<file path="config.mk">
export PLATFORM = sky130hd
export DESIGN_NAME = bk_digit_serial_adder
export DESIGN_NICKNAME = d
export VERILOG_FILES = /design/src/rtl/bk_pkg.sv /design/src/rtl/bk_slice4.sv /design/src/rtl/bk_digit_serial_adder.sv
export SDC_FILE = /design/constraint.sdc
export NUM_CORES = 1
export LEC_CHECK = 0
export CAP_MARGIN = 25
export CORE_MARGIN = 2
export CORE_UTILIZATION = 50
export CTS_CLUSTER_DIAMETER = 60
export CTS_CLUSTER_SIZE = 24
export DETAILED_ROUTE_END_ITERATION = 10
export PLACE_DENSITY = 0.8
export SETUP_SLACK_MARGIN = 0.15
export SYNTH_ARGS = -nofsm -noshare
export SYNTH_HDL_FRONTEND = slang
export SYNTH_SLANG_ARGS = --single-unit
</file>
<file path="constraint.sdc">
create_clock -name clk -period 2 [get_ports clk]
set_input_delay 0.2 -clock clk [delete_from_list [all_inputs] [get_ports clk]]
set_output_delay 0.2 -clock clk [all_outputs]
set_load 0.01 [all_outputs]
</file>
<file path="src/rtl/bk_pkg.sv">
// Shared constants and state encoding for the digit-serial Brent-Kung adder.
package bk_pkg;

  localparam int DIGIT_W = 4;

  localparam logic [1:0] ST_IDLE = 2'd0;
  localparam logic [1:0] ST_RUN  = 2'd1;
  localparam logic [1:0] ST_DONE = 2'd2;

  typedef enum logic [1:0] {
    S_IDLE = ST_IDLE,
    S_RUN  = ST_RUN,
    S_DONE = ST_DONE
  } state_t;

endpackage

</file>
<file path="src/rtl/bk_slice4.sv">
// Combinational 4-bit Brent-Kung adder slice; carry-in folds into every prefix.
module bk_slice4
  import bk_pkg::*;
(
  input  logic [DIGIT_W-1:0] a,
  input  logic [DIGIT_W-1:0] b,
  input  logic               cin,
  output logic [DIGIT_W-1:0] s,
  output logic               cout
);

  logic [3:0] g, p;
  logic       g10, p10, g32, p32, g30, p30, g20, p20;
  logic [3:0] c;

  assign g = a & b;
  assign p = a ^ b;

  // Up-sweep pairs, root, then the single down-sweep node for bit 2
  assign g10 = g[1] | (p[1] & g[0]);
  assign p10 = p[1] & p[0];
  assign g32 = g[3] | (p[3] & g[2]);
  assign p32 = p[3] & p[2];
  assign g30 = g32 | (p32 & g10);
  assign p30 = p32 & p10;
  assign g20 = g[2] | (p[2] & g10);
  assign p20 = p[2] & p10;

  assign c[0] = cin;
  assign c[1] = g[0] | (p[0] & cin);
  assign c[2] = g10 | (p10 & cin);
  assign c[3] = g20 | (p20 & cin);
  assign cout = g30 | (p30 & cin);

  assign s = p ^ c;

endmodule

</file>
<file path="src/rtl/bk_digit_serial_adder.sv">
// Digit-serial WIDTH-bit adder: one 4-bit Brent-Kung slice per clock, LSB digit first,
// carry held in a register between digits, valid/ready on both sides.
//
//   state | meaning
//   IDLE  | in_ready=1, waiting for operands
//   RUN   | one digit per clock through the slice, cnt counts digits
//   DONE  | out_valid=1, result held until out_ready
module bk_digit_serial_adder
  import bk_pkg::*;
#(
  parameter int WIDTH = 32
) (
  input  logic             clk,
  input  logic             rst_n,
  input  logic             in_valid,
  output logic             in_ready,
  input  logic [WIDTH-1:0] a,
  input  logic [WIDTH-1:0] b,
  input  logic             cin,
  output logic             out_valid,
  input  logic             out_ready,
  output logic [WIDTH-1:0] sum,
  output logic             cout,
  output logic             ovf
);

  localparam int NDIG = WIDTH / DIGIT_W;
  localparam int CW   = (NDIG > 1) ? $clog2(NDIG) : 1;
  localparam logic [CW-1:0] LAST = CW'(NDIG - 1);

  if ((WIDTH % DIGIT_W) != 0 || WIDTH < 8) begin : g_bad_width
    $error("bk_digit_serial_adder: WIDTH must be a multiple of 4 and >= 8");
  end

  state_t               state, state_nxt;
  logic [WIDTH-1:0]     a_q, b_q, sum_q;
  logic                 carry_q, cout_q, ovf_q;
  logic [CW-1:0]        cnt;
  logic [DIGIT_W-1:0]   s4;
  logic                 c4;

  bk_slice4 u_slice (
    .a    (a_q[DIGIT_W-1:0]),
    .b    (b_q[DIGIT_W-1:0]),
    .cin  (carry_q),
    .s    (s4),
    .cout (c4)
  );

  always_ff @(posedge clk or negedge rst_n) begin
    if (!rst_n) state <= S_IDLE;
    else        state <= state_nxt;
  end

  always_comb begin
    state_nxt = state;
    in_ready  = 1'b0;
    out_valid = 1'b0;
    case (state)
      S_IDLE: begin
        in_ready = 1'b1;
        if (in_valid) state_nxt = S_RUN;
      end
      S_RUN: begin
        if (cnt == LAST) state_nxt = S_DONE;
      end
      S_DONE: begin
        out_valid = 1'b1;
        if (out_ready) state_nxt = S_IDLE;
      end
      default: state_nxt = S_IDLE;
    endcase
  end

  always_ff @(posedge clk or negedge rst_n) begin
    if (!rst_n) begin
      a_q     <= '0;
      b_q     <= '0;
      sum_q   <= '0;
      carry_q <= 1'b0;
      cout_q  <= 1'b0;
      ovf_q   <= 1'b0;
      cnt     <= '0;
    end else begin
      case (state)
        S_IDLE: begin
          if (in_valid) begin
            a_q     <= a;
            b_q     <= b;
            carry_q <= cin;
            cnt     <= '0;
          end
        end
        S_RUN: begin
          a_q     <= a_q >> DIGIT_W;
          b_q     <= b_q >> DIGIT_W;
          sum_q   <= {s4, sum_q[WIDTH-1:DIGIT_W]};
          carry_q <= c4;
          cnt     <= cnt + CW'(1);
          // On the last digit a_q/b_q hold the operand MSBs in bit 3
          if (cnt == LAST) begin
            cout_q <= c4;
            ovf_q  <= (a_q[DIGIT_W-1] == b_q[DIGIT_W-1]) && (s4[DIGIT_W-1] != a_q[DIGIT_W-1]);
          end
        end
        default: ;
      endcase
    end
  end

  assign sum  = sum_q;
  assign cout = cout_q;
  assign ovf  = ovf_q;

endmodule

</file>
# Word level (Yosys, flattened, before mapping)
# Index checks and enable logic that the tools add are counted.
dict set report word_totals {
  regBits 104
  elab_cells 60
}
dict set report classes {
  reduce_logical 6
  bitwise 23
  eq_ne 8
  add_sub_neg 1
  muxes 14
}
# op n
set ops {}
lappend ops {{$pmux W32 S2} 2}
lappend ops {{$mux W32} 2}
lappend ops {{$and A1 B1 Y1} 12}
lappend ops {{$or A1 B1 Y1} 8}
lappend ops {{$xor A4 B4 Y4} 2}
lappend ops {{$mux W2} 3}
lappend ops {{$ne A2 B2 Y1 const B} 3}
lappend ops {{$pmux W2 S3} 1}
lappend ops {{$pmux W3 S2} 1}
lappend ops {{$and A4 B4 Y4} 1}
lappend ops {{$reduce_and A2 Y1} 2}
lappend ops {{$add A3 B1 Y3 const B} 1}
lappend ops {{$eq A3 B3 Y1 const B} 1}
lappend ops {{$mux W1} 3}
lappend ops {{$mux W3} 1}
lappend ops {{$reduce_and A3 Y1} 1}
lappend ops {{$eq A2 B1 Y1 const B} 1}
lappend ops {{$eq A2 B2 Y1 const B} 1}
lappend ops {{$logic_not A2 Y1} 1}
lappend ops {{$pmux W1 S2} 1}
lappend ops {{$reduce_bool A2 Y1} 1}
lappend ops {{$eq A1 B1 Y1} 1}
lappend ops {{$logic_and A1 B1 Y1} 1}
lappend ops {{$ne A1 B1 Y1} 1}

# Logic depth before layout (Yosys ltp)
dict set report depth {
  word_depth 9
  ltp_mapped 6
  mapped_depth_nobuf 5
}

# Hierarchy
# Synthesis repeated with hierarchy kept, for this count alone.
dict set report hier_totals {
  hier_cells 453
  area_unflattened_um2 4493.1
}
# mod n_inst cells_per_inst seq_area_each_um2 area_each_um2
set modules_own_cells {}
lappend modules_own_cells {bk_digit_serial_adder 1 436 2602.5 4345.4}
lappend modules_own_cells {bk_slice4 1 17 0.0 147.6}

# Worst setup path before layout
# Ideal clock, no wire load.
dict set report synth_timing {
  kind {flip-flop to flip-flop}
  startpoint {reg a_q[0]}
  endpoint {reg cout_q (netlist: cout)}
  setup_time_ps 124
  arrival_time_ps 1422
  path_slack_ps 454
  synth_period_minus_slack_ps 1546
  n_path_buf 0
  path_stages_with_launch 6
  path_cell_list {dfrtp_1 ha_1 a211oi_1 o21bai_2 a211oi_1 nor2_1}
}
dict set report synth_via {
  elab_chain_cells 6
  word_cells_on_any_way 10
  classes_between {bitwise: 10}
}
# element line_no
set synth_rtl {}
lappend synth_rtl {{start: declaration} bk_digit_serial_adder.sv:36} ;# logic [WIDTH-1:0] a_q, b_q, sum_q;
lappend synth_rtl {{start signal: assignment} bk_digit_serial_adder.sv:95} ;# a_q <= a_q >> DIGIT_W;
lappend synth_rtl {{$and A4 B4 Y4} bk_slice4.sv:16} ;# assign g = a & b;
lappend synth_rtl {{$and A1 B1 Y1} bk_slice4.sv:20} ;# assign g10 = g[1] | (p[1] & g[0]);
lappend synth_rtl {{$or A1 B1 Y1} bk_slice4.sv:20}
lappend synth_rtl {{$and A1 B1 Y1} bk_slice4.sv:24} ;# assign g30 = g32 | (p32 & g10);
lappend synth_rtl {{$or A1 B1 Y1} bk_slice4.sv:24}
lappend synth_rtl {{$or A1 B1 Y1 *} bk_slice4.sv:33} ;# assign cout = g30 | (p30 & cin);
lappend synth_rtl {{end signal: assignment} bk_digit_serial_adder.sv:81} ;# cout_q <= 1'b0;
lappend synth_rtl {{end signal: assignment} bk_digit_serial_adder.sv:102} ;# cout_q <= c4;
lappend synth_rtl {{end: declaration} bk_digit_serial_adder.sv:37} ;# logic carry_q, cout_q, ovf_q;
# Every way passes the cells marked *; elsewhere a longest branch is shown, timed or not.
# A chain may end at the register's enable or synchronous reset.

# Worst setup path in the final report
dict set report layout_timing {
  startpoint {reg state[0]}
  endpoint {out in_ready}
}
dict set report layout_via {
  elab_chain_cells 2
}
# element line_no
set layout_rtl {}
lappend layout_rtl {{start: declaration} bk_digit_serial_adder.sv:35} ;# state_t state, state_nxt;
lappend layout_rtl {{start signal: assignment} bk_digit_serial_adder.sv:52} ;# else state <= state_nxt;
lappend layout_rtl {{$logic_not A2 Y1} bk_digit_serial_adder.sv:59} ;# case (state)
lappend layout_rtl {{$mux W1} bk_digit_serial_adder.sv:59}
lappend layout_rtl {{end: declaration} bk_digit_serial_adder.sv:16} ;# output logic in_ready,
# No other way between the ends.

==> reports/metrics.cfg <==
[floorplanning]
rows = 35
start_util_pct = 50.8
die_w_um = 100
dieArea_sq_um = 10000
die_y_um = 100
core_sq_um = 9060
ios = 105

[flow_run]
drv_cap = 0

[global_route]
grt_pass1_vias = 3628
antenna_found_initial = 0
gr-total-overflow = 0
grt_max_degree = 63
grt_use_total_pct = 22.5
grt_pass1_wl_um = 17900

[worst_setup_path]
r2r_end = ovf$_DFFE_PN0P_
rrSetupSlack_ps = 360
r2r_start = a_q[0]$_DFFE_PN0P_
cp_max_fo = 5
arrival_ps = 1600
start_kind = register
cp_data_required_time_ps = 1800
crit_type = reg2out
worstSetupStartpoint = state[0]$_DFFE_PN0P_
reg2reg_depth = 5
endpoint_kind = output pin
crit_end = in_ready

[power]
p_leak_nw = 2.65
power_density_nw_per_um2 = 1420
pwr-share-comb_pct = 41.4
internal-power_w = 0.00534
ir_worst_vdd_v = 0.000600
switching_share_pct = 36.9
power_frac_seq_pct = 41.9
switchingPower_w = 0.00312
p_clk_share_pct = 16.6
total_power_w = 0.00845

[final_layout]
nets = 630
drive_gt1_share_pct = 9.84
antenna_cells = 0
fill_cells = 737
syn_to_final_growth_pct = 29.1

[sta]
finalMaxSlewViolations = 0
fin_crit_ps = 1800
rsz0062_at_grt = true
fin_skew_ps = 11.3
fmax_ghz = 0.555
hold_violations = 0
slew_headroom_pct = 69.7
worst_slew_pin_slew_ps = 455
fin_setup_tns_ps = 0
post-route-period-util_pct = 90.1
setup_viol = 0

[clock_network]
clock_latency_ps = 360
numClockSinks = 104
clk_pin_slew_ps = 100
cts_made_buffers = 9
ctsRootBufferMaster = clkbuf_8
tritoncts = built
htreeDepth = 3
cts_max_path_buffers = 2

[yosys]
synth_nets = 535
synth_cell_types = 33
synth_compound_area_share_pct = 21.1
synth.area.mux_share_pct = 0
ys.warnings.count = 0
synthXorXnorAreaFrac_pct = 0.570
synth-adder-area-share_pct = 2.06
netlist_instances = 459
synth_top_family_by_area = compound AO/OA/AOI/OAI gates
synth_seq_area_share_pct = 56.5
synth_edf_count = 0
syn_area_per_cell_sq_um = 10.0
synth_flop_cell = dfrtp_1
synthArstFlopShare_pct = 100
synth_seq_cells = 104
syn_area_sq_um = 4610
synth-simple-area-share_pct = 14.2

[placed_design]
place.gp.congestion = 0.846
hpwlAfterDp_um = 7370
portBuffers = 104

[route]
viasPerCell = 5.55
initialDrtViolationCount = 239
drt_pass1_iterations = 4
ant_nets = 0
avgRoutedWirePerCell_um = 16.0
routed_wl_um = 10700
drc = 0
via_count = 3718

[status]
status = finished, final reports clean

[min_path]
hold_path.class = in2async

## power groups by stage
stage	clock network, W	registers, W	logic (W)
after global placement	0	0.00358	0.00327
final	0.00141	0.00354	0.00350
after detailed placement	0	0.00362	0.00343
after global routing	0.00153	0.00365	0.00391
after CTS	0.00144	0.00354	0.00352
after floorplan	0	0.00352	0.00215
## final cells by class
class / instances / area [sq um] / share of cell area, %
Clock inverter: 5 / 82.6 / 1.39
Tap cell: 111 / 139 / 2.34
Timing Repair Buffer: 119 / 1210 / 20.4
Clock buffer: 11 / 131 / 2.21
Inverter: 5 / 18.8 / 0.316
Sequential cell: 104 / 2610 / 43.8
Multi-Input combinational cell: 315 / 1750 / 29.5
## cells in the final DEF (no fill, tap or decap), types with 2 or more instances in the layout
cell / netlist / routed
nand2_1: 142 / 142
dfrtp_1: 104 / 102
clkdlybuf4s50_1: 0 / 102
a22oi_1: 56 / 56
o21ai_1: 49 / 50
o21ai_0: 14 / 13
buf_4: 6 / 10
clkbuf_8: 0 / 9
and2b_2: 7 / 8
a21oi_1: 8 / 8
a22o_2: 8 / 8
ha_1: 6 / 6
inv_1: 5 / 5
buf_12: 0 / 5
clkinvlp_4: 0 / 3
nand2b_1: 2 / 2
a211oi_1: 3 / 2
nor2_1: 3 / 2
a22o_1: 2 / 2
xnor2_1: 2 / 2
clkbuf_1: 10 / 2
bufinv_16: 0 / 2
## worst min-delay path by stage
stage	startpoint	endpoint	slack, ps
floorplan	rst_n	a_q[0]$_DFFE_PN0P_	-100
global placement	rst_n	ovf$_DFFE_PN0P_	90
detailed placement	rst_n	ovf$_DFFE_PN0P_	90
CTS	rst_n	b_q[12]$_DFFE_PN0P_	260
global route	rst_n	b_q[12]$_DFFE_PN0P_	280
finish	rst_n	b_q[13]$_DFFE_PN0P_	260
## synthesized netlist by cell type, types with 2 or more instances
cell | n | area, sq um
nand2_1 | 142 | 533
dfrtp_1 | 104 | 2600
a22oi_1 | 56 | 420
o21ai_1 | 49 | 245
o21ai_0 | 14 | 70.1
buf_2 | 12 | 60.1
clkbuf_1 | 10 | 37.5
a21oi_1 | 8 | 40.0
a22o_2 | 8 | 80.1
and2b_2 | 7 | 61.3
buf_4 | 6 | 45.0
ha_1 | 6 | 75.1
buf_8 | 5 | 75.1
inv_1 | 5 | 18.8
a211oi_1 | 3 | 22.5
nor2_1 | 3 | 11.3
a22o_1 | 2 | 17.5
buf_6 | 2 | 22.5
nand2b_1 | 2 | 12.5
xnor2_1 | 2 | 17.5
## through the flow
step	worst slack, ps	utilization, %	hold WS [ps]	cells	instance area [sq um]
3_3_place_gp	377	62.8	93.2	650	5690
3_5_place_dp	326	62.8	94.0	650	5690
5_1_grt	149	65.6	280	670	5950
6_report	199	65.6	259	670	5950
2_1_floorplan	454	-	-95.6	459	4610
4_1_cts	153	65.5	255	670	5940
## registers in the layout (all words and copies together) (netlist names)
signal	flops
sum	32
ovf	1
a_q	32
cnt	3
carry_q	1
state	2
b_q	32
cout	1
## layer usage
| metal | vias to the layer above | global-route usage, % | part of all wire (%) |
|---|---|---|---|
| li1 | 1769 | - | - |
| met1 | 1819 | 31.7 | 44 |
| met2 | 118 | 35.7 | 49 |
| met3 | 12 | 4.25 | 5.4 |
| met4 | 0 | 7.48 | 1.7 |
| met5 | - | 0 | 0 |
## critical path, stage by stage (launching register included)
cell	delay (ps)
dfrtp_4	530
nor2_2	160
clkdlybuf4s50_1	550
## kinds of logic after synthesis
group	after synthesis
flip-flops	104
AO/OA/AOI/OAI	147
XOR/XNOR	3
buffers and inverters	40
AND/OR/NAND/NOR	158
adder cells (fa/ha/maj)	7
## timing repair
item                                    in CTS  in global routing
hold buffers                                 1                  0
endpoints found under the setup margin       2                  2
resized for setup                            2                  3
endpoints found under the hold margin       17                  0
buffers inserted                             3                  0
Power figures use the tool's default switching activity.
==> variant 1: new RTL, same settings <==
Put one more register stage on the output `ovf`, with the module's reset. The value now appears one clock later. The other outputs are not delayed to match.
--- a/src/rtl/bk_digit_serial_adder.sv
+++ b/src/rtl/bk_digit_serial_adder.sv
@@ -111,5 +111,11 @@
   assign sum  = sum_q;
   assign cout = cout_q;
-  assign ovf  = ovf_q;
+  always_ff @(posedge clk or negedge rst_n) begin
+    if (!rst_n) begin
+      ovf <= '0;
+    end else begin
+      ovf <= ovf_q;
+    end
+  end
 
 endmodule
Formal check against the unedited RTL: not equivalent (a bounded check fails within 10 cycles, from zero or initial values and one cycle with rst_n low).
==> variant 1 against the original RTL <==
- largest power group is now combinational cells
- highest routed layer unchanged
- routed wire length rose by 0.11%
- design area increased by 0.21%
- setup slack better by 44 ps
- total power shrank 1.9%
- synthesized cell count increased by 0.22%
- sequential cell count grew 1
- clock skew shrank 1.1 ps
- critical path type unchanged
- global-route usage decreased by 0.88 points
- area after synthesis increased by 0.54%
==> variant 1: results (changes against the original RTL) <==
met2 global-route usage=0.357 (about the same); gpl congestion=0.797 (-5.7%); top cells by area, synth=dfrtp_1, nand2_1, a22oi_1; Met1 Wirelength=4630 um (-1.6%); met2 WL=5290 um (+0.67%); Comb group=0.00355 W (+1%); Multi-input gate area=0.00175 mm^2 (-0.14%); Synth Area in Adders=0.0205 (-0.000112); area fraction in compound gates after synthesis=0.209 (-0.00114); most frequent cells after synthesis=nand2_1, dfrtp_1, a22oi_1; nets=635 (+0.79%); Worst Path Arrival=1560 ps (-40 ps); 1st-pass router iterations=5 (+1); Layout Skew=10.2 ps (-1.05 ps); P_int=0.00513 W (-3.8%); layout cells sized above 1=0.105 (+0.00641); met1 Usage GRT=0.294 (-0.0224); M3 GR Usage=0.0320 (-0.0104); leakage=2.67 nW (+0.81%); hpwl dp=7320 um (-0.65%); delay-heaviest family, CP=buffers and inverters; final core area utilization=0.654 (-0.00178); Non-clock buffering overhead=0.209 (+0.00482); Tot Pwr=0.00830 W (-1.9%); Avg Inst Size Synth=10.1 um^2 (+0.32%); Clock buf/inv share=0.0294 (-0.00658); post-CTS setup buffers=4 (+1); dpl ws=311 ps (-15.7 ps); Inst Count DP=652 (+0.31%); post-cts sizing count=0 (-2); register area share after synthesis=0.567 (+0.00235); largest net degree at the start of global routing=52 (-17%); Core Region=0.00911 mm^2 (+0.48%); Fillers=756 (+2.6%); final WL=10700 um (+0.11%); post-route insts no fill=674 (+0.60%); vias in the first global route=3692 (+1.8%); met3 wire len=587 um (+0.86%); first-pass GRT wire length=17500 um (-2.7%); routed vias=3776 (+1.6%); post-placement cell area=0.00572 mm^2 (+0.57%); nonclk buf count=123 (+3.4%); worst slew pin tran=530 ps (+74.5 ps); status=finished clean
## variant 1: cell types whose count changed in the layout (fill, tap and decap cells not counted), moves of 2 or more
| cell | delta |
|---|---|
| inv_6 | +3 |
| buf_4 | +4 |
| clkinvlp_4 | -2 |
| clkinv_4 | +2 |
| bufinv_16 | -2 |
| clkbuf_1 | -2 |
## variant 1: final timing paths
check                      endpoint  slack [ps]  cells past startpoint  startpoint
setup / recovery           in_ready         240                      3    state[0]
hold / removal              sum[29]         360                      2       rst_n
setup reg to reg              ovf_q         280                      5      a_q[0]
hold reg to reg                 ovf         390                      0       ovf_q
max in group asynchronous    b_q[0]        1020                      3       rst_n
min in group clk                ovf         390                      0       ovf_q
## variant 1: cell families after synthesis
family	Yosys count
flip-flops	105
AO/OA/AOI/OAI	147
AND/OR/NAND/NOR	158
XOR/XNOR	3
buffers and inverters	40
adder cells (fa/ha/maj)	7
==> variant 2: new RTL, same settings <==
Made on the original files. Set the parameter `WIDTH` to 16 (it was 32).
--- a/src/rtl/bk_digit_serial_adder.sv
+++ b/src/rtl/bk_digit_serial_adder.sv
@@ -9,5 +9,5 @@
   import bk_pkg::*;
 #(
-  parameter int WIDTH = 32
+  parameter int WIDTH = 16
 ) (
   input  logic             clk,
Interface: changed (resized a, b and sum); port bits go from 105 to 57. No check against the original RTL was run, so the function may have changed too.
==> variant 2 against the original RTL <==
- synthesized cell count shrank 48%
- area after synthesis shrank 48%
- sequential cell count shrank 49
- design area shrank 47%
- non-clock buffer count shrank 55
- setup slack gained 20 ps
- total power shrank 43%
- global-route usage shrank 2.5 points
- routed wire length shrank 56%
- die area shrank 46%
- combinational power shrank 41%
- clock power shrank 39%
- critical path type unchanged
==> variant 2: results (changes against the original RTL) <==
synth unique cells=27 (-18%); Buffers on Ports=56 (-46%); average vias per placed instance=5.46 (-1.6%); status=finished clean; Layout Skew=8.23 ps (-3.07 ps); clk sink count=55 (-47%); M3 GR Usage=0.0511 (+0.00863); Worst Path Arrival=1580 ps (-20 ps); #MultiIn Comb=161 (-49%); dpl ws=-4.24 ps (-330 ps); Switching Power=0.00174 W (-44%); Non-clock buffering overhead=0.203 (-0.00112); top cells by area, synth=dfrtp_1, nand2_1, a22oi_1; fraction of area in multi-input gates=0.291 (-0.00407); nets=335 (-47%); sequential group share of total power=0.389 (-0.030); drt first-iter violations=73 (-69%); post-CTS setup buffers=0 (-3); gr usage total=0.200 (-0.0253); met2 WL=2290 um (-56%); leakage=1.42 nW (-46%); register area share after synthesis=0.575 (+0.00995); Clock buf/inv share=0.0432 (+0.00719); Max H-tree Level=2 (-1); largest net degree at the start of global routing=32 (-49%); met2 global-route usage=0.314 (-0.0422); hpwl dp=3340 um (-55%); xor/xnor share of the synthesized area=0.0146 (+0.00893); first-pass GRT wire length=8270 um (-54%); Power Sequential=0.00187 W (-47%); Critical Path Fanout Max=31 (+26); vias in the first global route=1776 (-51%); clock network power share=0.180 (+0.014); Fillers=377 (-49%); Seq/total area=0.436 (-0.00282); Synth Net Count=280 (-48%); met1 Usage GRT=0.282 (-0.0352); worst slew pin tran=621 ps (+166 ps); Synth Area in Adders=0.0345 (+0.0139); register-to-register setup slack=420 ps (+60 ps); maximum vdd drop=621 uV (+3.5%); most frequent cells after synthesis=nand2_1, dfrtp_1, o21ai_0
==> variant 2: changes by cell type in the layout (fill, tap and decap cells not counted), moves of 4 or more <==
cell and delta:
a22o_1 +7, a22o_2 -8, a22oi_1 -32, and2b_2 -8
buf_4 -5, clkbuf_8 -4, clkdlybuf4s50_1 -48, dfrtp_1 -47
nand2_1 -74, o21ai_0 +13, o21ai_1 -46
==> variant 2: through the flow <==
step           instance area (um^2)  cells  hold WS (ps)  utilization  TNS (ps)
6_report                       3160    347           428        0.678         0
5_1_grt                        3160    347           479        0.678         0
4_1_cts                        3150    347           439        0.676         0
3_5_place_dp                   2990    338           245        0.642     -4.24
3_3_place_gp                   2990    338           238        0.642         0
2_1_floorplan                  2390    237         -95.6            -         0
==> variant 2: repair_timing <==
item	4_1_cts	5_1_grt
endpoints found under the setup margin	1	10
resized for setup	4	1
hold buffers	1	0
endpoints found under the hold margin	25	0
